<file path="src/rtl/logic_accum_unit.sv">
// Bitwise logic unit with valid/ready handshake on both sides. It returns single-beat
// results, or it folds a burst into an accumulator and returns one result per burst.
module logic_accum_unit #(
    parameter int WIDTH = 32,
    parameter int CNT_W = 8
) (
    input  logic             clk,
    input  logic             rst_n,
    input  logic             in_valid,
    output logic             in_ready,
    input  logic [2:0]       in_op,
    input  logic             in_acc,
    input  logic             in_last,
    input  logic [WIDTH-1:0] in_c,
    input  logic [WIDTH-1:0] in_d,
    output logic             out_valid,
    input  logic             out_ready,
    output logic [WIDTH-1:0] out_y,
    output logic             out_zero,
    output logic [CNT_W-1:0] out_count,
    output logic             busy
);

    typedef enum logic {
        S_IDLE  = 1'b0,
        S_ACCUM = 1'b1
    } state_t;

    state_t           r_state;
    state_t           w_state_nxt;
    logic [WIDTH-1:0] r_acc;
    logic [CNT_W-1:0] r_cnt;
    logic [WIDTH-1:0] r_y;
    logic             r_zero;
    logic [CNT_W-1:0] r_count;
    logic             r_valid;

    logic             w_accept;
    logic             w_is_accum;
    logic             w_load;
    logic             w_fold;
    logic [WIDTH-1:0] w_x;
    logic [WIDTH-1:0] w_res;
    logic [CNT_W-1:0] w_cnt_nxt;

    function automatic logic [WIDTH-1:0] f_op(input logic [2:0] op,
                                              input logic [WIDTH-1:0] x,
                                              input logic [WIDTH-1:0] d);
        case (op)
            3'd0:    return x & d;
            3'd1:    return x | d;
            3'd2:    return x ^ d;
            3'd3:    return ~(x & d);
            3'd4:    return ~(x | d);
            3'd5:    return ~(x ^ d);
            3'd6:    return x & ~d;
            default: return d;
        endcase
    endfunction

    function automatic logic [CNT_W-1:0] f_sat_inc(input logic [CNT_W-1:0] c);
        if (&c) return c;
        return c + 1'b1;
    endfunction

    assign w_accept   = in_valid && in_ready;
    assign w_is_accum = (r_state == S_ACCUM);
    // Inside a burst the accumulator replaces operand C.
    assign w_x        = w_is_accum ? r_acc : in_c;
    assign w_res      = f_op(in_op, w_x, in_d);
    assign w_cnt_nxt  = w_is_accum ? f_sat_inc(r_cnt) : CNT_W'(1);
    assign w_load     = w_accept && (in_last || (!w_is_accum && !in_acc));
    assign w_fold     = w_accept && !w_load;

    always_ff @(posedge clk or negedge rst_n) begin
        if (!rst_n) begin
            r_state <= S_IDLE;
        end else begin
            r_state <= w_state_nxt;
        end
    end

    always_comb begin
        w_state_nxt = r_state;
        case (r_state)
            S_IDLE:  if (w_accept && in_acc && !in_last) w_state_nxt = S_ACCUM;
            S_ACCUM: if (w_accept && in_last)            w_state_nxt = S_IDLE;
            default: w_state_nxt = S_IDLE;
        endcase
    end

    always_comb begin
        busy      = (r_state == S_ACCUM);
        in_ready  = !r_valid || out_ready;
        out_valid = r_valid;
        out_y     = r_y;
        out_zero  = r_zero;
        out_count = r_count;
    end

    always_ff @(posedge clk or negedge rst_n) begin
        if (!rst_n) begin
            r_acc   <= '0;
            r_cnt   <= '0;
            r_y     <= '0;
            r_zero  <= 1'b0;
            r_count <= '0;
            r_valid <= 1'b0;
        end else begin
            if (w_fold) begin
                r_acc <= w_res;
                r_cnt <= w_cnt_nxt;
            end
            if (w_load) begin
                r_y     <= w_res;
                r_zero  <= (w_res == '0);
                r_count <= w_cnt_nxt;
                r_valid <= 1'b1;
            end else if (out_ready) begin
                r_valid <= 1'b0;
            end
        end
    end

endmodule
</file>
<file path="config.mk">
export PLATFORM = sky130hd
export DESIGN_NAME = logic_accum_unit
export DESIGN_NICKNAME = d
export VERILOG_FILES = /design/src/rtl/logic_accum_unit.sv
export SDC_FILE = /design/constraint.sdc
export NUM_CORES = 1
export LEC_CHECK = 0
export CORE_MARGIN = 2
export CORE_UTILIZATION = 50
export CTS_CLUSTER_SIZE = 16
export DETAILED_ROUTE_END_ITERATION = 10
export GPL_TIMING_DRIVEN = 0
export HOLD_SLACK_MARGIN = 0.08
export PLACE_DENSITY = 0.86
export SLEW_MARGIN = 10
export SYNTH_ARGS = -nofsm -noshare
export SYNTH_HDL_FRONTEND = slang
export SYNTH_SLANG_ARGS = --single-unit
</file>
<file path="constraint.sdc">
create_clock -name clk -period 3.6 [get_ports clk]
set_clock_uncertainty 0.15 [all_clocks]
set_input_delay 0.72 -clock clk [delete_from_list [all_inputs] [get_ports clk]]
set_output_delay 0.72 -clock clk [all_outputs]
set_load 0.02 [all_outputs]
</file>
==> reports/metrics.yaml <==
logic_synthesis:
  synthArstFlopShare_pct: 100.0
  yosysSeqAreaShare_pct: 28.13
  synthMostInstantiatedCell: "nand2_1"
  yosysTopAreaCell: "dfrtp_1"
  synthTopCellsByArea: "dfrtp_1, ha_1, nand2_1"
  post_synth_num_cell_types: 61
  synth-seq-cells: 83
  synthFlopType: "dfrtp_1"
  synth_nets: 1070
  postSynthCellCount: 900
  synth-edff-count: 0
  synth_area_um2: 7383
  avgSynthCellArea_um2: 8.204
  yosysTopAreaCellShare_pct: 28.13
  synth_common_cells: "nand2_1, ha_1, dfrtp_1"
  yosys_warnings: 0
worst_setup_path:
  worst_setup_path_start_kind: "input pin"
  slowest_stage: "or4_4"
  cp.arrival_ns: 3.65
  worstSetupEndpointType: "flop"
  cp_data_required_time_ns: 3.69
  cp-endpoint: "out_zero"
  r2r-end: "out_zero"
  critical_path_depth: 10
  cpPeakStageDelay_ns: 0.54
  crit_chain: "clkdlybuf4s50_1 -> mux2i_2 -> ha_1 -> or3b_1 -> a21oi_2 -> a211oi_1 -> o22a_1 -> or4_4 -> or3_4 -> o41ai_2"
  path_delay_family: "simple AND/OR/NAND/NOR gates"
  path_class: "input pin to flop"
  crit_start: "in_c[26]"
  r2r-start: "busy"
  r2r_cells: 11
  path_max_fanout: 3
  path_buf_inv: 1
  rrSetupSlack_ns: 0.08
clock_tree:
  clock_latency_ns: 0.34
  cts_buffers: 9
  cts_hold_buf: 0
  root_buffer: "clkbuf_16"
  clk_pin_slew_ns: 0.06
  clk_path_buf_depth: 2
  clkSinkCount: 83
  cts_tree: "built"
  htreeDepth: 3
timing:
  final_max_slew_viol_count: 0
  period_share_pct: 98.81
  period_minus_slack_ns: 3.557
  whs_ns: 0.1899
  fin_ws_ns: 0.04279
  finalSetupViolCount: 0
  fmax_mhz: 281.1
  hold_viol_final: 0
  worst_pin_slew_ns: 0.7901
  relSlewSlack_pct: 47.17
cells_and_area:
  diodes: 0
  layout-drive-gt1-share_pct: 9.065
  nets: 1202
  fill_cells: 1162
  synthToLayoutAreaGrowth_pct: 26.52
  final_core_util_pct: 64.52
route:
  via_per_inst: 6.072
  dr.pass1.iters: 6
  wl_um: 23200
  drcViolationCount: 0
  wl_per_cell_um: 19.00
  dr.first_iter.drc_count: 921
  vias: 7414
  drtAntennaViolNets: 0
floorplanning:
  fp.coreArea_um2: 14480
  fp.dieW_um: 125.5
  die_area_um2: 15760
  die_h_um: 125.5
  initial_core_util_pct: 50.99
  rows: 44
  io_pins: 117
flow_run:
  maxCapViolCount: 0
global_routing:
  antenna_found_initial: 0
  grt_overflow: 0
  grt_max_degree: 50
  grt_pass1_wl_um: 36740
  grtUsageTotal_pct: 29.10
  grt_pass1_vias: 7314
min_path:
  hold_class: "input pin to asynchronous set/reset pin"
pwr:
  vdd.ir_drop.worst_mv: 0.3879
  cellLeakagePower_nw: 4.529
  powerDensity_nw_per_um2: 447.1
placement:
  pre_cts_slack_ns: -0.6023
  io_buffers: 114
  place_hpwl_um: 17630
  gp_congestion: 0.9666
run_status:
  status: "finished clean"
## worst min-delay path by stage
stage                             from            to  slack, ns
final                            rst_n     out_y[15]       0.19
after global routing             rst_n     out_y[12]       0.21
after CTS                        rst_n     out_y[15]       0.20
after detailed placement  out_count[5]  out_count[5]       0.31
after global placement    out_count[5]  out_count[5]       0.30
after floorplan                  rst_n          busy       0.27
## repair_timing
action | in CTS | in global routing
setup buffers | 5 | 3
setup endpoints to repair | 1 | 1
resized for setup | 21 | 24
pin swaps | 0 | 4
gates cloned | 0 | 0
## layout by cell type, fill, tap and decap left out, types with 4 or more instances in the layout
master and instances:
a22o_1 4, nor2b_1 7, dfrtp_1 83, a31oi_1 4
nand2_1 190, nor3_1 10, nand2b_1 13, a211o_1 4
clkbuf_16 10, buf_1 5, a21oi_1 52, mux4_2 10
inv_1 73, ha_1 96, clkdlybuf4s50_1 112, buf_4 12
o21ai_0 62, o211ai_1 12, buf_2 10, nor2_1 40
clkbuf_4 6, mux2_2 11, and3_1 6, and2_1 4
mux2i_1 52, a22oi_1 9, nand3_1 14, clkbuf_1 24
o22ai_1 12, a211oi_1 7
## logic make-up (layout without fill, tap and decap cells)
group                      count (synthesis)  in the layout  share of synthesized area, %
xor gates and xnor gates                   3              3                        0.3559
adders and majority gates                 97             97                         16.44
buffers and inverters                    134            271                         7.541
DFF                                       83             83                         28.13
and+or+nand+nor                          302            302                         17.62
AOI/OAI and AO/OA                        200            200                         16.76
muxes                                     81             81                         13.15
## area by class of cell
class	count	area [um2]	share of cell area, %
buffer	56	330.3	3.536
clock buffer	11	242.7	2.598
clock inverter	5	100.1	1.072
inverter	76	285.3	3.054
multi-input combinational	683	4847	51.89
sequential	83	2077	22.23
tap	184	230.2	2.465
timing repair buffer	123	1229	13.15
## flip-flops by register name (all words and copies together) (netlist names)
signal / cells
out_valid: 1
r_acc: 32
out_zero: 1
busy: 1
out_count: 8
out_y: 32
r_cnt: 8
## stage by stage
| stage | power (W) | setup TNS (ns) | instance area (um2) | instances |
|---|---|---|---|---|
| 2_1_floorplan | 0.002326 | 0 | 7387 | 900 |
| 3_3_place_gp | 0.002921 | -100.83 | 8758 | 1198 |
| 3_5_place_dp | 0.003002 | -2.186 | 8783 | 1199 |
| 4_1_cts | 0.004116 | 0 | 9263 | 1218 |
| 5_1_grt | 0.004388 | -0.006259 | 9341 | 1221 |
| 6_report | 0.004176 | 0 | 9341 | 1221 |
## power by group
group / switching, W / total [W] / internal, W
clock network: 0.000373 / 0.00107 / 0.000695
registers: 0.000171 / 0.00134 / 0.00116
logic: 0.000994 / 0.00177 / 0.000779
total: 0.00154 / 0.00418 / 0.00264
## routing by layer
metal | vias to the layer above | share of wire (%) | track usage [%]
met5 | - | 0 | 0
met4 | 0 | 5.7 | 15.62
met3 | 106 | 8.5 | 4.921
met2 | 466 | 47 | 47.15
li1 | 3362 | - | -
met1 | 3480 | 39 | 37.19
No activity file was read; power rests on OpenSTA's default activity.
